==> src/rtl/arbitro_memoria.sv <==
// Round-robin arbiter sharing one 512x12 single-port RAM between two requesters.
// Owns the RAM address/data/write-enable pins; every output is registered.
module arbitro_memoria #(
  parameter int ANCHO_DIR         = 9,
  parameter int ANCHO_DATO        = 12,
  parameter int PRIORIDAD_INICIAL = 0
) (
  input  logic                  clock,
  input  logic                  reset,
  input  logic                  sol_a,
  input  logic                  esc_a,
  input  logic [ANCHO_DIR-1:0]  dir_a,
  input  logic [ANCHO_DATO-1:0] dato_a,
  output logic                  ack_a,
  output logic [ANCHO_DATO-1:0] dato_leido_a,
  input  logic                  sol_b,
  input  logic                  esc_b,
  input  logic [ANCHO_DIR-1:0]  dir_b,
  input  logic [ANCHO_DATO-1:0] dato_b,
  output logic                  ack_b,
  output logic [ANCHO_DATO-1:0] dato_leido_b,
  output logic                  mem_we,
  output logic [ANCHO_DIR-1:0]  mem_dir,
  output logic [ANCHO_DATO-1:0] mem_din,
  input  logic [ANCHO_DATO-1:0] mem_dout,
  output logic                  ocupado
);

  localparam logic [1:0] INACTIVO = 2'd0;
  localparam logic [1:0] ACCESO   = 2'd1;
  localparam logic [1:0] LECTURA  = 2'd2;
  localparam logic [1:0] FIN      = 2'd3;

  localparam logic PUNTERO_RST = (PRIORIDAD_INICIAL != 0);

  logic [1:0]            estado_q, estado_d;
  logic                  puntero_q, puntero_d;
  logic                  ganador_q, ganador_d;
  logic                  mem_we_q, mem_we_d;
  logic [ANCHO_DIR-1:0]  mem_dir_q, mem_dir_d;
  logic [ANCHO_DATO-1:0] mem_din_q, mem_din_d;
  logic                  ack_a_q, ack_a_d;
  logic                  ack_b_q, ack_b_d;
  logic [ANCHO_DATO-1:0] leido_a_q, leido_a_d;
  logic [ANCHO_DATO-1:0] leido_b_q, leido_b_d;
  logic                  ocupado_q, ocupado_d;

  logic                  hay_sol;
  logic                  gana_b;

  assign hay_sol = sol_a | sol_b;

  // gana_b: B wins when alone, or when both ask and the pointer favours B
  always_comb begin
    gana_b = 1'b0;
    unique case (1'b1)
      (sol_a && !sol_b): gana_b = 1'b0;
      (!sol_a && sol_b): gana_b = 1'b1;
      (sol_a && sol_b):  gana_b = puntero_q;
      default:           gana_b = 1'b0;
    endcase
  end

  always_comb begin
    estado_d  = estado_q;
    puntero_d = puntero_q;
    ganador_d = ganador_q;
    mem_we_d  = mem_we_q;
    mem_dir_d = mem_dir_q;
    mem_din_d = mem_din_q;
    ack_a_d   = 1'b0;
    ack_b_d   = 1'b0;
    leido_a_d = leido_a_q;
    leido_b_d = leido_b_q;
    unique case (estado_q)
      INACTIVO: begin
        if (hay_sol) begin
          ganador_d = gana_b;
          puntero_d = ~gana_b;
          mem_we_d  = gana_b ? esc_b  : esc_a;
          mem_dir_d = gana_b ? dir_b  : dir_a;
          mem_din_d = gana_b ? dato_b : dato_a;
          estado_d  = ACCESO;
        end
      end
      ACCESO: begin
        mem_we_d = 1'b0;
        // mem_we_q still carries the latched operation here
        if (mem_we_q) begin
          ack_a_d  = ~ganador_q;
          ack_b_d  = ganador_q;
          estado_d = FIN;
        end else begin
          estado_d = LECTURA;
        end
      end
      LECTURA: begin
        if (ganador_q) leido_b_d = mem_dout;
        else           leido_a_d = mem_dout;
        ack_a_d  = ~ganador_q;
        ack_b_d  = ganador_q;
        estado_d = FIN;
      end
      FIN: begin
        estado_d = INACTIVO;
      end
      default: begin
        estado_d = INACTIVO;
      end
    endcase
    ocupado_d = (estado_d != INACTIVO);
  end

  always_ff @(posedge clock or negedge reset) begin
    if (!reset) begin
      estado_q  <= INACTIVO;
      puntero_q <= PUNTERO_RST;
      ganador_q <= 1'b0;
      mem_we_q  <= 1'b0;
      mem_dir_q <= '0;
      mem_din_q <= '0;
      ack_a_q   <= 1'b0;
      ack_b_q   <= 1'b0;
      leido_a_q <= '0;
      leido_b_q <= '0;
      ocupado_q <= 1'b0;
    end else begin
      estado_q  <= estado_d;
      puntero_q <= puntero_d;
      ganador_q <= ganador_d;
      mem_we_q  <= mem_we_d;
      mem_dir_q <= mem_dir_d;
      mem_din_q <= mem_din_d;
      ack_a_q   <= ack_a_d;
      ack_b_q   <= ack_b_d;
      leido_a_q <= leido_a_d;
      leido_b_q <= leido_b_d;
      ocupado_q <= ocupado_d;
    end
  end

  assign mem_we       = mem_we_q;
  assign mem_dir      = mem_dir_q;
  assign mem_din      = mem_din_q;
  assign ack_a        = ack_a_q;
  assign ack_b        = ack_b_q;
  assign dato_leido_a = leido_a_q;
  assign dato_leido_b = leido_b_q;
  assign ocupado      = ocupado_q;

endmodule
==> config.mk <==
export PLATFORM = sky130hd
export DESIGN_NAME = arbitro_memoria
export DESIGN_NICKNAME = d
export VERILOG_FILES = /design/src/rtl/arbitro_memoria.sv
export SDC_FILE = /design/constraint.sdc
export NUM_CORES = 1
export LEC_CHECK = 0
export CORE_AREA = 2 2 75 77
export CTS_CLUSTER_SIZE = 14
export DETAILED_ROUTE_END_ITERATION = 10
export DIE_AREA = 0 0 77 79
export HOLD_SLACK_MARGIN = 0.03
export PLACE_DENSITY = 0.84
export SLEW_MARGIN = 20
export SYNTH_ARGS = -nofsm -noshare
export SYNTH_HDL_FRONTEND = slang
export SYNTH_SLANG_ARGS = --single-unit
==> constraint.sdc <==
create_clock -name clock -period 2.8 [get_ports clock]
set_clock_uncertainty 0.05 [all_clocks]
set_input_delay 0.7 -clock clock [delete_from_list [all_inputs] [get_ports clock]]
set_output_delay 0.7 -clock clock [all_outputs]
set_load 0.01 [all_outputs]
==> results.ini, run 1 <==
[outcome]
status = complete, no violations

[final_layout]
multi_input_area_um2 = 813
n_antenna_cell = 0
num-nets-final = 330
final_cells = 339
seq_area_um2 = 1330
drive_gt1_share_pct = 14.2
synthToLayoutAreaGrowth_pct = 54.9
finish.utilization_pct = 64.2
fill_cells = 460

[clocking]
cts_resized = 0
clockBufferDepth = 2
cts_tree = yes
clk_pin_slew_ns = 0.09
htreeDepth = 2
clk_latency_ns = 0.29
cts.hold.buffers_added = 0
postCtsSetupBuffers = 0
root_buffer = clkbuf_8
cts_sinks = 53
cts_buffers = 5

[logic_synthesis]
avgSynthCellArea_um2 = 14.0
ys.flop_type = dfrtp_1
ys_seq_area_share_pct = 60.0
async_flop_share_pct = 100
netlist_area_um2 = 2210
synth-seq-cells = 53
synth_edf_count = 0
ys_types = 25
synth_top_area_share_pct = 60.0
synthMostInstantiatedCell = dfrtp_1
synth_area_leaders = dfrtp_1 (60%), mux2_2 (11%), a221o_1 (9.5%)
synth_top_area_cell = dfrtp_1
syn_nets = 222
synth_cells = 158
ys_warn_count = 0
synth_common_cells = dfrtp_1 (53), a221o_1 (21), mux2_2 (21), and3_1 (20), nand2_1 (5)

[pwr]
power_density_nw_per_um2 = 1040
max-vdd-ir-drop_v = 0.000401
p_leak_nw = 1.51

[critical_path]
r2r_cells = 4
crit_fanout = 26
reg2reg_slack_ns = 0.59
path_class = register to register
startpoint_type = register
reg2reg_from = estado_q[0]$_DFF_PN0_
r2r-end = mem_din[8]$_DFFE_PN0P_
arrival_ns = 2.35
crit_path_end_kind = register
worstPathRequired_ns = 2.94

[die]
core_area_um2 = 5340
die_w_um = 77
start_util_pct = 41.4
fp.dieH_um = 79
io_pins = 109
rows = 27
dieArea_um2 = 6080

[grt]
antenna_found_initial = 0
grt_max_degree = 27
grt_overflow = 0
grtUsageTotal_pct = 18.5
grt_pass1_wl_um = 8850
first_global_vias = 1793

[sta]
rsz0062_at_grt = no
max_freq_mhz = 452
slew-limit-headroom_pct = 38.3
tightest_slew_ns = 0.926
slew_violations = 0
fin_crit_sh_pct = 78.9
hold_viol = 0
hold_ws_ns = 0.290
fin_crit_ns = 2.21
setup_violations = 0
fin_ws_ns = 0.590
tns_ns = 0

[routing]
viasPerCell = 5.13
route.detailed.drc = 0
drt_wl_total_um = 5180
detail_route.iter0.violations = 60
dr.pass1.iters = 4
wl_per_cell_um = 15.3
vias = 1738
postRouteAntennaNets = 0

[placement]
dp_hpwl_um = 3900
port_buffers = 108
post-place-ws_ns = 0.367
dp_cells = 331
routabilityCongestion = 0.706

[flow_run]
max-cap-violations = 0

[hold_path]
hp-class = input port to async pin

power by group:
part / internal, W / switching, W
sequential: 0.00115 / 0.000212
combinational: 0.00109 / 0.000703
clock: 0.000176 / 0.000237
total: 0.00241 / 0.00115
metal layers:
| metal | wire (um) | GRT usage (%) |
|---|---|---|
| met4 | 46 | 4.64 |
| met2 | 2430 | 30.1 |
| met3 | 381 | 5.34 |
| met1 | 2330 | 24.5 |
| met5 | 0 | 0 |
cells in the final DEF, fill, tap and decap left out, types with 4 or more instances in the layout:
master and n:
clkdlybuf4s50_1 107, dfrtp_1 53, mux2_2 21, a221o_1 21, and3_1 20, nand2_1 5
clkbuf_8 5, ha_1 4
cell type report:
class	instances	share of cell area, %
timing repair buffer	111	32.1
tap	72	2.63
inverter	3	0.329
multi-input combinational	92	23.7
clock inverter	2	0.438
sequential	53	38.7
clock buffer	6	2.12
state kept, by name, indices dropped and copies added, names as in the netlist:
| signal | cells |
|---|---|
| dato_leido_a | 12 |
| dato_leido_b | 12 |
| mem_din | 12 |
| mem_dir | 9 |
| estado_q | 2 |
| ack_a | 1 |
| ack_b | 1 |
| ganador_q | 1 |
| mem_we | 1 |
| ocupado | 1 |
| puntero_q | 1 |
per-stage QoR:
step	instance area (um2)	power, W
after global placement	3340	0.00313
after floorplan	2210	0.00224
final	3430	0.00356
after global routing	3430	0.00382
after CTS	3430	0.00361
after detailed placement	3340	0.00318
logic make-up (layout without fill, tap and decap cells):
family | after synthesis | after routing | synth area share, %
AO/OA/AOI/OAI | 28 | 28 | 12.3
AND/OR/NAND/NOR | 36 | 36 | 9.79
adder cells (fa/ha/maj) | 4 | 4 | 2.26
buffers and inverters | 13 | 122 | 3.45
flip-flops | 53 | 53 | 60.0
multiplexers | 24 | 24 | 12.2
critical path: stages, from the launching register on:
cell	delay (ns)
dfrtp_1	0.41
inv_1	0.11
ha_1	0.66
o21ai_2	0.46
a221o_1	0.40
worst max path at each step:
stage                                startpoint                      end
after floorplan                           sol_a  mem_din[11]$_DFFE_PN0P_
after global placement                    sol_b       mem_we$_DFFE_PN0P_
after detailed placement                  sol_b   mem_din[4]$_DFFE_PN0P_
after CTS                 estado_q[0]$_DFF_PN0_   mem_din[4]$_DFFE_PN0P_
after global routing      estado_q[0]$_DFF_PN0_   mem_din[8]$_DFFE_PN0P_
final                     estado_q[0]$_DFF_PN0_   mem_din[8]$_DFFE_PN0P_
No activity file was read; power rests on OpenSTA's default activity.
==> run 2: changes to the inputs <==
--- a/config.mk
+++ b/config.mk
@@ -5,12 +5,12 @@
 export SDC_FILE = /design/constraint.sdc
 export NUM_CORES = 1
 export LEC_CHECK = 0
-export CORE_AREA = 2 2 75 77
+export CORE_AREA = 2 2 82 84
 export CTS_CLUSTER_SIZE = 14
 export DETAILED_ROUTE_END_ITERATION = 10
-export DIE_AREA = 0 0 77 79
+export DIE_AREA = 0 0 84 86
 export HOLD_SLACK_MARGIN = 0.03
-export PLACE_DENSITY = 0.84
+export PLACE_DENSITY = 0.75
 export SLEW_MARGIN = 20
 export SYNTH_ARGS = -nofsm -noshare
 export SYNTH_HDL_FRONTEND = slang
==> constraint.sdc (replaced) <==
create_clock -name clock -period 1.8 [get_ports clock]
set_clock_uncertainty 0.05 [all_clocks]
set_input_delay 0.45 -clock clock [delete_from_list [all_inputs] [get_ports clock]]
set_output_delay 0.45 -clock clock [all_outputs]
set_load 0.01 [all_outputs]
==> run 2 against run 1 <==
Effect of this change: sequential cell count is the same; critical path type is now register to output port; combinational power grew 63%; final cell count grew 4.4%; core utilization shrank 8.1 points.
==> results.ini, run 2 (synthesis gave the netlist of run 1 again) <==
[critical_path]
arrival_ns = 1.23  ; -1.12 ns
critPathTopFamily = buffers and inverters
cpPeakStageDelay_ns = 0.55  ; -0.11 ns
cpMaxStageDelayCell = clkdlybuf4s50_1
crit_path_end_kind = output port
worstPathRequired_ns = 1.30  ; -1.64 ns
cp_num_buf_inv = 1  ; unchanged
crit_fanout = 3  ; -88%
path_class = register to output port
crit_chain = clkdlybuf4s50_1
startpoint_type = register

[hold_path]
hp-class = input port to async pin

[grt]
antenna_found_initial = 0  ; unchanged
met2_usage_pct = 25.7  ; -4.3 points
grtUsageTotal_pct = 16.0  ; -2.5 points
grt_pass1_wl_um = 9210  ; +4.1%
grt_max_degree = 54  ; +100%
grt_use_met3_pct = 5.58  ; +0.24 points
busiest_layer = met2
grt_overflow = 0  ; unchanged
first_global_vias = 1854  ; +3.4%
use_met1_pct = 20.0  ; -4.5 points

[sta]
rsz0062_at_grt = no
slew_violations = 0  ; unchanged
slew-limit-headroom_pct = 65.6  ; +27 points
tightest_slew_ns = 0.515  ; -0.411 ns
setup_violations = 0  ; unchanged
fin_crit_sh_pct = 96.2
hold_ws_ns = 0.0594  ; -0.230 ns
fin_crit_ns = 1.73
hold_viol = 0  ; unchanged
max_freq_mhz = 578

[clocking]
cts_sinks = 53  ; unchanged
root_buffer = clkbuf_8
cts.hold.buffers_added = 0  ; unchanged
clockBufferDepth = 2  ; unchanged
clk_pin_slew_ns = 0.09  ; about the same
cts_buffers = 5  ; unchanged
cts_tree = yes
clk_latency_ns = 0.30  ; about the same
htreeDepth = 2  ; unchanged

[pwr]
max-vdd-ir-drop_v = 0.000721  ; +80%
power_density_nw_per_um2 = 1610  ; +55%
p_leak_nw = 1.58  ; +4.3%
finalPower_w = 0.00567  ; +59%

[final_layout]
seq_area_um2 = 1330  ; unchanged
synthToLayoutAreaGrowth_pct = 59.1
n_antenna_cell = 0  ; unchanged
multi_input_area_um2 = 813  ; unchanged
drive_gt1_share_pct = 17.0  ; +2.7 points
num-nets-final = 340  ; +3.0%
mostFrequentLayoutCell = clkdlybuf4s50_1
fill_cells = 556  ; +21%
layout_common_cells = clkdlybuf4s50_1 (106), dfrtp_1 (53), mux2_2 (21), a221o_1 (21), and3_1 (20)

[routing]
detail_route.iter0.violations = 55  ; -8.3%
wl_per_cell_um = 15.6  ; +1.8%
dr.pass1.iters = 4  ; unchanged
drt_wl_total_um = 5510  ; +6.3%
postRouteAntennaNets = 0  ; unchanged
route.detailed.drc = 0  ; unchanged
vias = 1804  ; +3.8%
viasPerCell = 5.10  ; -0.60%

[placement]
routabilityCongestion = 0.710  ; +0.54%
port_buffers = 108  ; unchanged

[die]
fp.dieH_um = 86  ; +8.9%
core_area_um2 = 6280  ; +18%
io_pins = 109  ; unchanged
dieArea_um2 = 7220  ; +19%
die_w_um = 84  ; +9.1%
start_util_pct = 35.2  ; -6.2 points
rows = 29  ; +7.4%

[flow_run]
max-cap-violations = 0  ; unchanged

[outcome]
status = complete, no violations

run 2: cell count changes in the layout (fill, tap and decap cells not counted), sizes merged:
cell / before / now
buf: 4 / 14
clkbuf: 6 / 7
clkdlybuf4s50: 107 / 106
clkinvlp: 2 / 1
dlymetal6s2s: 0 / 1
run 2: layout make-up:
cell class | count | area share, %
Tap cell | 77 | 2.74
Clock inverter | 1 | 0.213
Timing Repair Buffer | 121 | 33.8
Sequential cell | 53 | 37.7
Inverter | 3 | 0.320
Multi-Input combinational cell | 92 | 23.1
Clock buffer | 7 | 2.17
run 2: power by group:
part	total, W	internal, W	switching [W]	leakage [nW]
Combinational	0.00291	0.00179	0.00112	0.902
Sequential	0.00212	0.00178	0.000334	0.639
Clock	0.000647	0.000276	0.000371	0.0385
Total	0.00567	0.00384	0.00183	1.58
run 2: worst paths after layout:
check / start / to / slack (ns) / cells after the start
max: mem_we$_DFFE_PN0P_ / mem_we / 0.07 / 1
min reg2reg: dato_leido_a[1]$_DFFE_PN0P_ / dato_leido_a[1]$_DFFE_PN0P_ / 0.45 / 1
min in group clock: dato_leido_a[1]$_DFFE_PN0P_ / dato_leido_a[1]$_DFFE_PN0P_ / 0.45 / 1
min: reset / mem_din[5]$_DFFE_PN0P_ / 0.06 / 2
max in group asynchronous: reset / dato_leido_a[0]$_DFFE_PN0P_ / 1.38 / 2
max reg2reg: estado_q[0]$_DFF_PN0_ / mem_din[5]$_DFFE_PN0P_ / 0.20 / 6
run 2: timing repair:
action,4_1_cts,5_1_grt
endpoints found under the hold margin,0,0
buffers inserted,0,1
setup endpoints to repair,0,2
gates resized for setup,0,1
run 2: through the flow:
stage | instances | TNS, ns | utilization, % | setup slack (ns) | cell area (um2)
final | 354 | 0 | 56.1 | 0.0685 | 3520
after global routing | 354 | 0 | 56.1 | 0.00378 | 3520
after CTS | 353 | 0 | 55.9 | 0.0260 | 3510
after detailed placement | 345 | -1.82 | 54.6 | -0.123 | 3430
after global placement | 345 | -1.28 | 54.6 | -0.108 | 3430
after floorplan | 158 | 0 | - | 0.321 | 2210
run 2: routing by layer:
layer	vias to the layer above	part of all wire (%)	routed length, um
met3	8	9.3	510
met1	868	42	2310
met5	-	0	0
met4	0	1.6	90
li1	829	-	-
met2	99	47	2600
==> run 3: changes to the inputs <==
--- a/config.mk
+++ b/config.mk
@@ -5,6 +5,7 @@
 export SDC_FILE = /design/constraint.sdc
 export NUM_CORES = 1
 export LEC_CHECK = 0
+export CAP_MARGIN = 25
 export CORE_AREA = 2 2 82 84
 export CTS_CLUSTER_SIZE = 14
 export DETAILED_ROUTE_END_ITERATION = 10
==> results of run 3 <==
Final layout, timing and power as in run 2 (identical DEF).
